==> src/rtl/aclint_timer.sv <==
// aclint_timer: ACLINT machine timer with per-hart mtimecmp/msip/ssip and a prescaled mtime.
module aclint_timer #(
  parameter int N_HARTS  = 1,
  parameter int TICK_DIV = 1
) (
  input  logic               CLK,
  input  logic               RST_X,
  input  logic [15:0]        w_offset,
  input  logic               w_we,
  input  logic [3:0]         w_be,
  input  logic [31:0]        w_wdata,
  output logic [31:0]        w_rdata,
  output logic [N_HARTS-1:0] w_mtip,
  output logic [N_HARTS-1:0] w_msip,
  output logic [N_HARTS-1:0] w_ssip,
  output logic [63:0]        w_mtime
);
  localparam logic [15:0] LAST = 16'(TICK_DIV - 1);

  function automatic logic [31:0] merge(input logic [31:0] old, input logic [31:0] wd, input logic [3:0] be);
    logic [31:0] r;
    for (int b = 0; b < 4; b++) r[8*b +: 8] = be[b] ? wd[8*b +: 8] : old[8*b +: 8];
    return r;
  endfunction

  logic [63:0]        mtime_q, mtime_d;
  logic [15:0]        presc_q, presc_d;
  logic               run_q, run_d;
  logic [N_HARTS-1:0] msip_q, msip_d, ssip_q, ssip_d, mtip_q, mtip_d;
  logic [63:0]        cmp_q [N_HARTS];
  logic [63:0]        cmp_d [N_HARTS];
  logic [31:0]        rdata_q, rdata_d;
  logic               tick, wr;

  assign wr   = w_we && w_be != 4'b0;
  assign tick = run_q && presc_q == LAST;

  always_comb begin
    run_d   = run_q;
    presc_d = run_q ? (tick ? 16'd0 : presc_q + 16'd1) : presc_q;
    mtime_d = tick ? mtime_q + 64'd1 : mtime_q;
    msip_d  = msip_q;
    ssip_d  = ssip_q;
    cmp_d   = cmp_q;
    rdata_d = 32'd0;
    if (w_offset == 16'hBFF0) rdata_d = {31'd0, run_q};
    if (w_offset == 16'hBFF8) rdata_d = mtime_q[31:0];
    if (w_offset == 16'hBFFC) rdata_d = mtime_q[63:32];
    for (int i = 0; i < N_HARTS; i++) begin
      mtip_d[i] = mtime_q >= cmp_q[i];
      if (w_offset == 16'(4 * i)) rdata_d = {31'd0, msip_q[i]};
      if (w_offset == 16'(16'hC000 + 4 * i)) rdata_d = {31'd0, ssip_q[i]};
      if (w_offset == 16'(16'h4000 + 8 * i)) rdata_d = cmp_q[i][31:0];
      if (w_offset == 16'(16'h4004 + 8 * i)) rdata_d = cmp_q[i][63:32];
      if (wr && w_be[0] && w_offset == 16'(4 * i)) msip_d[i] = w_wdata[0];
      if (wr && w_be[0] && w_offset == 16'(16'hC000 + 4 * i)) ssip_d[i] = w_wdata[0];
      if (wr && w_offset == 16'(16'h4000 + 8 * i)) cmp_d[i][31:0] = merge(cmp_q[i][31:0], w_wdata, w_be);
      if (wr && w_offset == 16'(16'h4004 + 8 * i)) cmp_d[i][63:32] = merge(cmp_q[i][63:32], w_wdata, w_be);
    end
    if (wr && w_be[0] && w_offset == 16'hBFF0) run_d = w_wdata[0];
    // an mtime write overrides this cycle's tick and restarts the prescaler phase
    if (wr && w_offset == 16'hBFF8) begin
      mtime_d = {mtime_q[63:32], merge(mtime_q[31:0], w_wdata, w_be)};
      presc_d = 16'd0;
    end
    if (wr && w_offset == 16'hBFFC) begin
      mtime_d = {merge(mtime_q[63:32], w_wdata, w_be), mtime_q[31:0]};
      presc_d = 16'd0;
    end
  end

  always_ff @(posedge CLK) begin
    if (!RST_X) begin
      mtime_q <= '0;
      presc_q <= '0;
      run_q   <= 1'b1;
      msip_q  <= '0;
      ssip_q  <= '0;
      mtip_q  <= '0;
      rdata_q <= '0;
      for (int i = 0; i < N_HARTS; i++) cmp_q[i] <= '1;
    end else begin
      mtime_q <= mtime_d;
      presc_q <= presc_d;
      run_q   <= run_d;
      msip_q  <= msip_d;
      ssip_q  <= ssip_d;
      mtip_q  <= mtip_d;
      rdata_q <= rdata_d;
      cmp_q   <= cmp_d;
    end
  end

  assign w_rdata = rdata_q;
  assign w_mtip  = mtip_q;
  assign w_msip  = msip_q;
  assign w_ssip  = ssip_q;
  assign w_mtime = mtime_q;
endmodule
==> config.mk <==
export PLATFORM = sky130hd
export DESIGN_NAME = aclint_timer
export DESIGN_NICKNAME = d
export VERILOG_FILES = /design/src/rtl/aclint_timer.sv
export SDC_FILE = /design/constraint.sdc
export NUM_CORES = 1
export LEC_CHECK = 0
export BUFFER_PORTS_ARGS = -buffer_cell sky130_fd_sc_hd__buf_4
export CORE_UTILIZATION = 33
export DETAILED_ROUTE_END_ITERATION = 16
export PLACE_DENSITY = 0.6
export SKIP_LAST_GASP = 1
export SYNTH_ARGS = -nofsm -noshare
export SYNTH_HDL_FRONTEND = slang
export SYNTH_SLANG_ARGS = --single-unit
==> constraint.sdc <==
create_clock -name CLK -period 8.45 [get_ports CLK]
set_input_delay 0.4225 -clock CLK [delete_from_list [all_inputs] [get_ports CLK]]
set_output_delay 0.4225 -clock CLK [all_outputs]
set_load 0.1 [all_outputs]
== Yosys cells after proc, flatten, opt, wreduce, memory -nomap -nowiden ==
Cells that the tools add are included.

* Register bits after elaboration: 180
* Latch bits: 0
* RAM bits: 0
* Memory bits (read-only): 0
* Output and inout bits: 99
* Word-level logic and storage cells: 89
* Memories kept: 0

* Add/sub/neg operators: 2
* Multipliers: 0
* Divide/modulo/power cells: 0
* $lt $le $gt $ge: 1
* Equality and inequality tests: 15
* Shift operators: 0
* Muxes and demuxes: 15
* Bitwise operators: 2
* Reductions and logical operators: 32

{| class="wikitable"
|+ Operators with widths
! operator !! number
|-
| 32-bit 2-to-1 mux || 6
|-
| 64-bit 2-to-1 mux || 3
|-
| 64-bit by 1-bit adder with 64-bit output, second input constant || 1
|-
| 16-bit equality test, second input constant || 4
|-
| 64-bit >= comparator || 1
|-
| 16-bit by 15-bit equality test with 1-bit output, second input constant || 2
|-
| 16-bit logical NOT || 2
|-
| 8-bit 2-to-1 mux || 4
|-
| 3-bit AND reduction || 8
|-
| 16-bit by 1-bit adder with 16-bit output, second input constant || 1
|-
| 16-bit 2-to-1 mux || 1
|-
| 2-bit inequality test, second input constant || 8
|-
| 2-bit AND reduction || 8
|-
| 1-bit logical AND || 10
|-
| 2-bit nonzero test || 2
|-
| 4-bit nonzero test || 1
|-
| 3-bit OR reduction || 1
|-
| 2-bit by 1-bit inequality test with 1-bit output, second input constant || 1
|-
| 1-bit NOT || 2
|-
| 1-bit 2-to-1 mux || 1
|}

== Depth between registers and ports, before layout ==
Gate-level depths: netlist of the first run.

* Word-level depth: 8
* Depth in mapped cells: 11
* Depth with buffers taken out: 9

== Least setup slack after synthesis of the first run ==
Ideal clock, no wire load.

* Path kind: register to register
* Start: register mtime_q[1] (netlist: w_mtime[1])
* End: register mtime_q[40] (netlist: w_mtime[40])
* Library setup time: 0.118 ns
* Arrival: 3.426 ns
* Path slack: 4.906 ns
* Stages on the path, launching flop included: 10
* Clock period less this slack: 3.544 ns
* Cell sequence: dfxtp_1 -> ha_1 -> nand3_1 -> or2_2 -> or4_4 -> or2_1 -> buf_6 -> nor4_4 -> o21ai_1 -> a32o_1

* Cells in the longest elaborated chain, start to end: 4

{| class="wikitable"
|+ Ends and longest elaborated chain
! what !! line !! text
|-
| start: declaration || 26 || <nowiki>logic [63:0] mtime_q, mtime_d;</nowiki>
|-
| start signal: assignment || 83 || <nowiki>mtime_q <= mtime_d;</nowiki>
|-
| 64-bit by 1-bit adder with 64-bit output || 41 || <nowiki>mtime_d = tick ? mtime_q + 64'd1 : mtime_q;</nowiki>
|-
| 64-bit 2-to-1 mux || 41 ||
|-
| 64-bit 2-to-1 mux || 62 || <nowiki>if (wr && w_offset == 16'hBFF8) begin</nowiki>
|-
| 64-bit 2-to-1 mux || 66 || <nowiki>if (wr && w_offset == 16'hBFFC) begin</nowiki>
|}

No other way between the ends. The select of a mux whose other input is x is not followed.
A chain may end at the register's enable or synchronous reset.

== Worst setup path in the final report of the first run ==
* Start: register mtime_q[1] (netlist: w_mtime[1])
* End: register mtime_q[50] (netlist: w_mtime[50])

The elaborated chain is that of the path after synthesis.

==> results summary, run 1 <==
For this run, design rule violations remaining after detail routing come to 0. The worst path in the final design needs a cycle of roughly 3.3 ns, including I/O delays and setup. After synthesis, the share of flip-flops with an asynchronous set or reset is 0%. STA classifies the critical path endpoint as a register. The sink count of the clock tree is 180.

The final-layout setup total negative slack is 0 ns. The first-pass GRT wire length came out at 58,660 um. Clock-pin slew was measured on the worst setup and hold paths at 0.07 ns. Synthesis handed over a netlist of between 1,000 and 1,500 instances. By count the netlist is led by 221 x nand2_1, 180 x dfxtp_1, 112 x a21oi_1. The detailed-route vias per instance is around 6.

The type of the tightest min-delay check is in -> reg. The tree is rooted in a clkbuf_16. The maximum fanout encountered on the critical timing path came out at 7.

The number of global-route vias before repair came out at 10,150. Setup violations remaining at the end of the flow were counted as 0. For the worst setup path, the data arrival time is roughly 3.7 ns. The sequential group share of total power came out at between 40% and 50%.

The fraction of power consumed by the clock network is between 40% and 50%. The count of input and output buffers came out at 153. The number of nets in the synthesized netlist is 1,449. The timing-limited maximum frequency came out at between 0.3 and 0.4 GHz.

For this run, the total global-route usage over all layers was measured as 22.92%. In this run the remaining antenna-violating nets after routing total 0. Hold is met by 0.2320 ns. The number of antenna violations at the first check in global routing came out at 0. For this design the ratio of total power to cell area is ~140 nW/um^2.

The area share of the largest cell type after synthesis is 34.32%. Dividing the final minimum period by the clock period gives approximately two fifths. The detailed-route via count came out at 10,840. The congestion estimate from routability-driven global placement came to 0.9166. The adder-cell share of the synthesized area is 7.984%. The pre-antenna-repair detailed-routing pass consisted of 7 iterations. After synthesis, the cell types taking the most area are dfxtp_1 34%, ha_1 8.0%, nand2_1 7.9%, a21oi_1 5.3%, mux2i_1 5.1%.

The post-CTS resize count came out at 0. The top-level port count is 154. The fraction of final layout cells with drive strength greater than 1 is 15.70%. The xor and xnor fraction of the mapped netlist area came out at 1.335%. nand2_1 is the most common cell in the netlist. The critical hold path startpoint is w_wdata[12]. Setup repair after global routing left no endpoint under its margin. The number of clock buffers added by TritonCTS is 17.

The clock latency at the later pin of the worst-skew pair came out at 0.44 ns. The static leakage power is 5.747 nW. The die width is 180.4 um.

In this run the number of H-tree levels came out at 4. The initial core utilization is 33.97%. The average size of a mapped cell is just under 8 sq um.

After synthesis, the largest family of logic cells by area is simple AND/OR/NAND/NOR gates. The post-CTS repair timing setup buffer count is 0. The area of the core is 30,910 sq um. The share of synthesized cell area in and, or, nand and nor gates is 23.34%. After detailed routing, the average wire length per cell comes to ~20 um. The power share of the combinational group came out at around 4.7%. The actual transition at the worst max-transition pin is about 0.9 ns. The summed instance area of the synthesized netlist came out at 10,500 sq um. The startpoint of the lowest-slack register-to-register path is w_mtime[1]. The number of synthesized register bits came out at 180. The antenna diode count is 0. The critical path class is reg -> reg. The normalized max-slew margin came out at just under 40%.

The HPWL after detailed placement is 26,860 um. The floorplan die area came out at ~33,000 sq um. The fraction of the yosys area taken by sequential cells is approximately 34%. The run finished with clean final reports.

The count of max-cap constraint violations came out at 0. The max-slew violation count came to 0. The post-synthesis cell type with the largest combined area is dfxtp_1.

The setup slack of the worst register-to-register path is slightly above 5 ns. The internal portion of total power is ~1.3 mW. For this run, the leading register cell type out of synthesis is dfxtp_1. The worst clock skew on the final layout came out at 0.01129 ns.

Summed over all layers, the routed wires come to 37,700 um. The overall die height came out at 180.4 um. The share of total power consumed by net switching is 23.71%. Measured against the total synthesized area, the mux share comes to approximately 5.2%.

For this block, the initial DRC count from the detailed router was 1,102. TritonCTS built the clock tree. The peak ir drop on the vdd network came out at between 100 and 150 uV. At the worst endpoint, the required time is 8.83 ns.

The post-synthesis to final-layout area growth came out at 20.15%. The kind of start point of the critical path is a register. The net count reported at finish came out at around 1,600.

The number of core rows came out at 64. The final hold violation count came to 0. The worst setup path startpoint is w_mtime[1].

The switching power total is 0.4193 mW. The number of flops mapped to enable cells by yosys came out at 0. The Yosys step of the flow raised 0 warnings. The number of distinct library cells after synthesis came out at 70. The total grt overflow came out at 0. The number of hold buffers added after CTS was 0. Entering global routing, the biggest net connects 74 pins.

The synthesized-area fraction occupied by ao, oa, aoi and oai cells is 22.19%. The longest clock path from root to sink contains 2 buffers.
power by group through the flow:
| stage | clock network (mW) | registers [mW] | logic [mW] |
|---|---|---|---|
| 2_1_floorplan | 0 | 0.879 | 0.0256 |
| 3_3_place_gp | 0 | 0.871 | 0.0820 |
| 3_5_place_dp | 0 | 0.871 | 0.0817 |
| 4_1_cts | 0.841 | 0.852 | 0.0821 |
| 5_1_grt | 0.878 | 0.852 | 0.0873 |
| 6_report | 0.834 | 0.852 | 0.0830 |
cell usage in the layout, fill, tap and decap left out, drive strengths merged, types with 12 or more instances in the layout:
cell and n:
nand2 221, dfxtp 180, buf 168, a21oi 112
inv 81, o21ai 72, nor2 70, ha 67
nand3 56, mux2i 53, nand4 32, a222oi 31
o211ai 28, nor3 26, clkbuf 24, a31oi 20
nor4 19, and3 17, xor2 14, and2 12
critical path, cell delays in order, from the launching register on:
cell,delay (ns)
dfxtp_1,0.47
ha_1,0.26
nand3_1,0.18
nor3_2,0.59
nand4_1,0.29
or4_1,0.63
or4_1,0.49
a21oi_1,0.18
o21a_1,0.12
stage by stage:
step	area [sq um]	std cells	total power [mW]	util [%]	setup WS [ns]
3_3_place_gp	12020	1817	0.9530	38.88	5.186
4_1_cts	12620	1848	1.775	40.82	5.225
6_report	12620	1848	1.769	40.82	5.169
2_1_floorplan	10500	1327	0.9050	-	4.906
3_5_place_dp	12020	1817	0.9530	38.88	5.153
5_1_grt	12620	1848	1.817	40.82	4.949
worst paths after layout:
path | cells after the start | to
worst max-delay path | 8 | w_mtime[50]
worst min-delay path | 3 | cmp_q[44]
worst max register to register | 8 | w_mtime[50]
worst min register to register | 2 | w_rdata[6]
final cells by class:
type / count / area [sq um]
Clock buffer: 24 / 501.7
Multi-Input combinational cell: 992 / 6354
Tap cell: 396 / 495.5
Inverter: 81 / 304.0
Clock inverter: 7 / 96.34
Timing Repair Buffer: 168 / 1261
Sequential cell: 180 / 3603
Fill cell: 3165 / 18290
cell families after synthesis:
group	Yosys count
adders and majority gates	67
AOI/OAI and AO/OA	353
buffers and inverters	155
xor gates and xnor gates	16
and+or+nand+nor	502
DFF	180
muxes	54
per-layer routing:
| metal | routed length, um | up-vias | global-route usage (%) | share of wire (%) |
|---|---|---|---|---|
| li1 | - | 5119 | - | - |
| met1 | 16450 | 5166 | 30.99 | 44 |
| met2 | 17220 | 508 | 36.59 | 46 |
| met3 | 3445 | 45 | 4.749 | 9.1 |
| met4 | 585 | 0 | 6.701 | 1.6 |
| met5 | 0 | - | 0 | 0 |
flip-flops by register name, indices dropped and copies added (netlist names):
name / count
cmp_q: 64
presc_q: 16
run_q: 1
w_msip: 1
w_mtime: 64
w_mtip: 1
w_rdata: 32
w_ssip: 1
(Power assumes the default switching activity.)
==> inputs of run 2 (changes only) <==
ABC_AREA = 1   (was unset)
PLACE_DENSITY = 0.61   (was 0.6)
clock period = 2.95 ns   (was 8.45 ns; I/O delays follow)
==> run 2 against run 1 <==
Net effect: non-clock buffer count rose by 71; utilization rose by 0.39 points; hold slack lost 0.21 ns; clock skew is 0.0058 ns higher; synthesized area grew 19%; critical path depth rose by 3; clock power increased to 2.9 times the previous value; clock-buffer cell count shrank 4; critical path type unchanged; first-iteration DRC count is 42% higher; largest cell class unchanged; global-route usage increased by 6.0 points.
==> results summary, run 2 <==
The flow ran to the end, and the final reports show no timing, DRC or antenna violations. The clock latency at the later pin of the worst-skew pair is 0.47 ns (+0.03 ns). The timing-limited maximum frequency is 0.3735 GHz (+23%). The summed instance area of the synthesized netlist is 12,490 sq um (+19%). The share of synthesized cell area in and, or, nand and nor gates is 35.73% (+12 points).

STA classifies the critical path startpoint as a register. The number of nets with antenna violations after detailed routing came to 0 (unchanged). The mux contribution to synthesized area is 0% (-5.2 points).

Setup repair after global routing left no endpoint under its margin. Counting instances in the post-synthesis netlist gives the leading cell types as 501 x nand2_1, 264 x inv_1, 215 x nor2_1. The power per cell area is 513.3 nW/um^2 (+270%).

The number of detailed-routing iterations run before antenna repair is 6 (-1). The peak ir drop on the vdd network is 428.2 uV (+240%). The average size of a mapped cell is 6.281 sq um (-21%).

The area of the core is 36,960 sq um (+20%). The number of antenna violations at the first check in global routing was 0 (unchanged). Sorting the synthesized cells by area gives the leading types as dfxtp_1 29%, nand2_1 15%, inv_1 7.9%, a21oi_1 7.2%, ha_1 6.7%. The critical path in this run is classified as reg -> reg. The die width came to 196.5 um (+8.9%). The post-CTS resize count came to 0 (unchanged).

The adder-cell share of the synthesized area is 6.714% (-1.3 points). The post-synthesis to final-layout area growth is 21.98%. The number of flops mapped to enable cells by yosys was 0 (unchanged). The count of max-cap constraint violations came out at 0 (unchanged). The synthesized netlist net count was 2,110 (+46%).

The number of global-route vias before repair is 13,750 (+35%). The top cell types in the final layout, fill and taps aside, are 501 x nand2_1, 264 x inv_1, 215 x nor2_1, 214 x buf_4, 180 x dfxtp_1. The post-layout minimum cycle time is 2.677 ns (-0.6036 ns). The cell count after synthesis is 1,988 (+50%). The tree is rooted in a clkbuf_16.

The initial core utilization is 33.78% (-0.19 points). The final hold violation count is 0 (unchanged). The total wire length after detailed routing is 55,580 um (+47%). The number of buffers between clock root and the deepest sink is 2 (unchanged). The count of input and output buffers is 153 (unchanged).

The most used flip-flop cell after synthesis is dfxtp_1. The synthesized design spends more area on one cell type than any other, namely dfxtp_1. The number of DRC markers in iteration 0 was 1,564 (+42%). The final period utilization came out at 90.76% (+52 points). The overall die height is 196.5 um (+8.9%). The filler cell count is 4,014 (+27%). The static leakage power is 7.277 nW (+27%). The detailed-route via count was 14,490 (+34%).

The total grt overflow is 0 (unchanged). The largest net degree at the start of global routing was 60 (-19%). The detailed-route vias per instance is 5.372 (-8.4%). The final routed wire length divided by cell count came to 20.61 um (+1.0%). The max-slew violation count was 0 (unchanged).

The library cell used most frequently in the layout, excluding fill and tap cells, is nand2_1. The detailed placement HPWL came out at 43,450 um (+62%). The number of distinct library cells after synthesis is 43 (-39%). In this run the worst hold path is classified as in -> reg.

The critical hold path startpoint is w_be[1]. The share of synthesized registers carrying an async set or reset is 0% (unchanged). The global-route usage over all layers was 28.89% (+6.0 points). The fraction of the yosys area taken by sequential cells came out at 28.86% (-5.5 points). The first-pass GRT wire length is 83,860 um (+43%). The synthesized-area fraction occupied by ao, oa, aoi and oai cells was 16.52% (-5.7 points). The worst setup path is captured at a register. The utilization after layout was 41.21% (+0.39 points). The number of synthesized register bits is 180 (unchanged). The floorplan die area is 38,620 sq um (+19%). The number of core rows came to 70 (+9.4%). The post-CTS repair timing setup buffer count is 0 (unchanged). The arrival time of the worst setup path is 3.07 ns (-0.59 ns). The net count reported at finish is 2,302 (+47%). The fraction of final layout cells with drive strength greater than 1 is 13.86% (-1.8 points). By instance count, the leading cell after synthesis is nand2_1.

The number of warnings reported in the yosys synthesis log was 0 (unchanged). The actual transition at the worst max-transition pin came out at 0.9619 ns (+0.06420 ns). The xor and xnor fraction of the mapped netlist area came out at 1.122% (-0.21 points). The worst endpoint required time came out at 3.34 ns (-5.49 ns).

The sink count of the clock tree came out at 180 (unchanged). After synthesis, the largest family of logic cells by area is simple AND/OR/NAND/NOR gates. The count of endpoints failing setup in the final report came out at 0 (unchanged). TritonCTS built the clock tree. The worst clock skew on the final layout was 0.01713 ns (+0.005841 ns). The worst setup path startpoint is w_mtime[1]. The normalized max-slew margin is 35.59% (-4.1 points). The number of CTS-inserted buffers is 17 (unchanged). The DRC violation count after routing is 0 (unchanged). The total number of H-tree levels came out at 4 (unchanged). The top-level port count is 154 (unchanged).

The clock transition at the registers of the reported paths came out at 0.07 ns (about the same). The total chip power is 7.817 mW (+340%). The final estimated routing congestion in global placement came out at 1.009 (+10%). The antenna diode count came to 0 (unchanged). The final-layout setup total negative slack is 0 ns (unchanged). The maximum fanout encountered on the critical timing path is 7 (unchanged). The area share of the largest cell type after synthesis was 28.86% (-5.5 points). The startpoint of the lowest-slack register-to-register path is w_mtime[1].
## run 2: cell count changes after synthesis, sizes merged, moves of 31 or more
cell,previous run,this run
a21oi,112,182
a222oi,31,0
buf,5,37
clkbuf,69,29
inv,81,273
mux2i,53,0
nand2,221,518
nand3,56,146
nand4,32,63
nor2,70,230
o21ai,72,109
## run 2: repair_timing
item                                    in CTS  in global routing
endpoints found under the setup margin       0                  0
endpoints found under the hold margin       41                  0
hold buffers                                23                  0
## run 2: area by class of cell
| type | count | area (sq um) | share of cell area, % |
|---|---|---|---|
| well taps | 504 | 630.6 | 4.141 |
| multi-input cells | 1469 | 7508 | 49.30 |
| inverters | 273 | 1027 | 6.745 |
| flip-flops and latches | 180 | 3603 | 23.66 |
| repair buffers | 239 | 1877 | 12.32 |
| clock inverters | 12 | 146.4 | 0.9612 |
| clock buffers | 20 | 436.7 | 2.867 |
## run 2: metrics by stage
stage / hold WS, ns / setup WS (ns) / instances / cell area (sq um)
3_3_place_gp: 0.3732 / 0.2965 / 2642 / 14420
6_report: 0.02192 / 0.2725 / 2697 / 15230
3_5_place_dp: 0.3799 / 0.3291 / 2642 / 14420
2_1_floorplan: 0.2607 / 0.3472 / 1988 / 12490
4_1_cts: 0.0001119 / 0.2938 / 2697 / 15230
5_1_grt: 0.03231 / 0.03641 / 2697 / 15230
## run 2: worst max-delay path: stages, from the launching register on
cell and delay (ns):
dfxtp_1 0.50, ha_1 0.28, nand2_1 0.14, nor2_4 0.29
inv_1 0.09, nor2_1 0.69, nand2_1 0.17, nor2_1 0.13
nor2_1 0.04, nor2_1 0.09, nand2_1 0.06, a21oi_1 0.12
## run 2: final timing paths
| kind | endpoint | slack (ns) | cells after the start |
|---|---|---|---|
| setup / recovery | w_mtime[60] | 0.27 | 11 |
| hold / removal | cmp_q[40] | 0.02 | 3 |
| setup reg to reg | w_mtime[60] | 0.27 | 11 |
| hold reg to reg | presc_q[15] | 0.48 | 2 |
## run 2: layer usage
layer	track usage [%]	part of all wire, %	vias up
met5	0	0	-
met4	11.95	3.5	0
met3	4.192	8.0	116
met2	45.39	44	699
met1	39.47	44	6753
li1	-	-	6920
## run 2: cells by family (layout without fill, tap and decap cells)
group / Yosys count / in the layout
AOI/OAI and AO/OA: 371 / 371
xor gates and xnor gates: 16 / 16
adders and majority gates: 67 / 67
buffers and inverters: 339 / 544
DFF: 180 / 180
and+or+nand+nor: 1015 / 1015
## run 2: where the power goes
group | leakage (nW) | total (mW) | internal (mW) | switching [mW]
Combinational | 5.55 | 2.58 | 0.636 | 1.94
Clock | 0.267 | 2.40 | 1.27 | 1.14
Sequential | 1.46 | 2.84 | 2.57 | 0.269
==> inputs of run 3 (changes only) <==
PLACE_DENSITY = 0.59   (was 0.61)
clock period = 3.3 ns   (was 2.95 ns; I/O delays follow)
==> run 3 against run 2 <==
Net effect: sequential cell count unchanged; power decreased by 11%; critical path type unchanged; worst setup slack got worse by 0.011 ns; critical path depth decreased by 1; via count decreased by 0.79%.
==> results summary, run 3 (synthesis gave the netlist of run 2 again) <==
The run finished with clean final reports. The final period utilization came out at 92.06% (+1.3 points). The library cells used most frequently in the layout, excluding fill and tap cells, are 501 x nand2_1, 264 x inv_1, 215 x nor2_1, 197 x buf_4, 180 x dfxtp_1.

The detailed placement HPWL is 43,020 um (-0.99%). The total grt overflow is 0 (unchanged). The filler cell count is 4,098 (+2.1%). The final non-filler cell total came out at 2,680 (-0.63%). The count of endpoints failing setup in the final report is 0 (unchanged). The worst clock skew on the final layout came out at 0.01506 ns (-0.002072 ns).

The sink count of the clock tree came out at 180 (unchanged). The final hold violation count is 0 (unchanged). The normalized max-slew margin came out at 45.55% (+10 points).

The area of the core is 36,960 sq um (unchanged). Setup repair after global routing left no endpoint under its margin. STA classifies the critical path startpoint as a register. The total wire length after detailed routing came to 55,290 um (-0.52%). The clock tree root driver cell is clkbuf_16. The number of DRC markers in iteration 0 is 1,452 (-7.2%). The die width came to 196.5 um (unchanged). The number of detailed-routing iterations run before antenna repair came out at 6 (unchanged).

The critical path goes through ha_1 -> nand2_1 -> nor2_4 -> nand2_2 -> nor2_1 -> nand4_1 -> nor2_1 -> nand3b_1 -> nand3_1 -> a21oi_1. The post-layout minimum cycle time came out at 3.038 ns (+0.3606 ns). The arrival time of the worst setup path came out at 3.41 ns (+0.34 ns). The count of max-cap constraint violations is 0 (unchanged). The worst endpoint required time is 3.67 ns (+0.33 ns).

The first-pass GRT wire length is 83,500 um (-0.44%). The power per cell area is 461.2 nW/um^2 (-10%). TritonCTS built the clock tree.

The DRC violation count after routing came out at 0 (unchanged). The number of core rows is 70 (unchanged). The clock latency at the later pin of the worst-skew pair came out at 0.48 ns (about the same).

The final estimated routing congestion in global placement came to 1.008 (-0.13%). The critical path's largest stage delay came to 0.51 ns (-0.18 ns). The count of input and output buffers came out at 153 (unchanged). The static leakage power came to 7.213 nW (-0.87%). The actual transition at the worst max-transition pin is 0.8106 ns (-0.1513 ns). The max-slew violation count was 0 (unchanged). The floorplan die area came out at 38,620 sq um (unchanged). The number of CTS-inserted buffers was 17 (unchanged). The number of buffers and inverters on the critical path came out at 0 (-1). The timing-limited maximum frequency was 0.3292 GHz (-12%). The number of buffers between clock root and the deepest sink is 2 (unchanged).

The post-synthesis to final-layout area growth came out at 21.08%. The number of global-route vias before repair came out at 13,600 (-1.1%). The number of nets with antenna violations after detailed routing came out at 0 (unchanged). The clock transition at the registers of the reported paths came out at 0.09 ns (+0.02 ns). STA classifies the critical path endpoint as a register. The wire length on met1 is 24,730 um (+0.93%). The placed cell count came to 2,624 (-0.68%). The detailed-route vias per instance came out at 5.363 (-0.16%). The detailed-route via count came out at 14,370 (-0.79%). The largest net degree at the start of global routing came out at 57 (-5.0%). The overall die height is 196.5 um (unchanged).

In this run the worst hold path is classified as in -> reg. In this design, the largest share of critical-path delay is due to simple AND/OR/NAND/NOR gates. The final routed wire length divided by cell count came out at 20.63 um (+0.11%). The post-CTS resize count is 0 (unchanged). The library cell used most frequently in the layout, excluding fill and tap cells, is nand2_1. The top-level port count came out at 154 (unchanged).

The post-cts hold buffer count is 24 (+4.3%). The total number of H-tree levels is 4 (unchanged). The critical path class is reg -> reg. The fraction of final layout cells with drive strength greater than 1 came to 13.28% (-0.58 points). Routed signal wires occupy layers up through met4. Counting stages on the worst path, the most repeated cell is nor2_1. The met2 routed wirelength came out at 24,270 um (-1.6%). The final-layout setup total negative slack came out at 0 ns (unchanged).

The post-CTS repair timing setup buffer count came to 0 (unchanged). The met3 wirelength from detailed routing is 4806 um (+7.6%). The global-route usage over all layers came out at 28.79% (-0.11 points). On the critical path, the stage with the largest delay is an instance of dfxtp_1. The initial core utilization came to 33.78% (unchanged). The antenna diode count is 0 (unchanged).

The maximum fanout encountered on the critical timing path came to 7 (unchanged). The number of antenna violations at the first check in global routing was 0 (unchanged). The peak ir drop on the vdd network came to 375.6 uV (-12%). The net count reported at finish came to 2,285 (-0.74%).
==> run 3: through the flow <==
stage / util (%) / hold slack [ns] / setup WS, ns / cell area [sq um] / total power, mW
2_1_floorplan: - / 0.2782 / 0.6972 / 12490 / 4.063
3_3_place_gp: 38.61 / 0.3909 / 0.3823 / 14270 / 4.746
3_5_place_dp: 38.61 / 0.3970 / 0.4286 / 14270 / 4.767
4_1_cts: 40.90 / 0.01590 / 0.4146 / 15120 / 6.964
5_1_grt: 40.90 / 0.03624 / 0.1852 / 15120 / 7.223
6_report: 40.90 / 0.03792 / 0.2619 / 15120 / 6.972
==> run 3: final timing paths <==
path / start / slack, ns / cells past startpoint / to
min: w_wdata[8] / 0.04 / 3 / cmp_q[8]
min reg2reg: presc_q[15] / 0.48 / 2 / presc_q[15]
max: w_mtime[1] / 0.26 / 10 / w_mtime[46]
max reg2reg: w_mtime[1] / 0.26 / 10 / w_mtime[46]
==> run 3: worst min-delay path, stage by stage <==
cell and delay (ns):
buf_4 0.16, a21oi_1 0.08, o21ai_0 0.06
==> run 3: power breakdown <==
part	internal (mW)	leakage [nW]	total [mW]	switching, mW
Combinational	0.532	5.46	2.19	1.65
Sequential	2.29	1.46	2.59	0.300
Clock	1.09	0.300	2.19	1.10
Total	3.92	7.21	6.97	3.05
==> run 3: area by class of cell <==
type                    instances  area (sq um)  area share [%]
clock buffers                  17         425.4           2.814
clock inverters                15         183.9           1.217
inverters                     273          1027           6.795
multi-input cells            1469          7508           49.66
flip-flops and latches        180          3603           23.84
well taps                     504         630.6           4.171
repair buffers                222          1739           11.50
==> run 3: per-layer routing <==
metal | up-vias | track usage (%)
li1 | 6881 | -
met1 | 6757 | 39.38
met2 | 657 | 44.75
met3 | 78 | 5.561
met4 | 0 | 10.47
met5 | - | 0
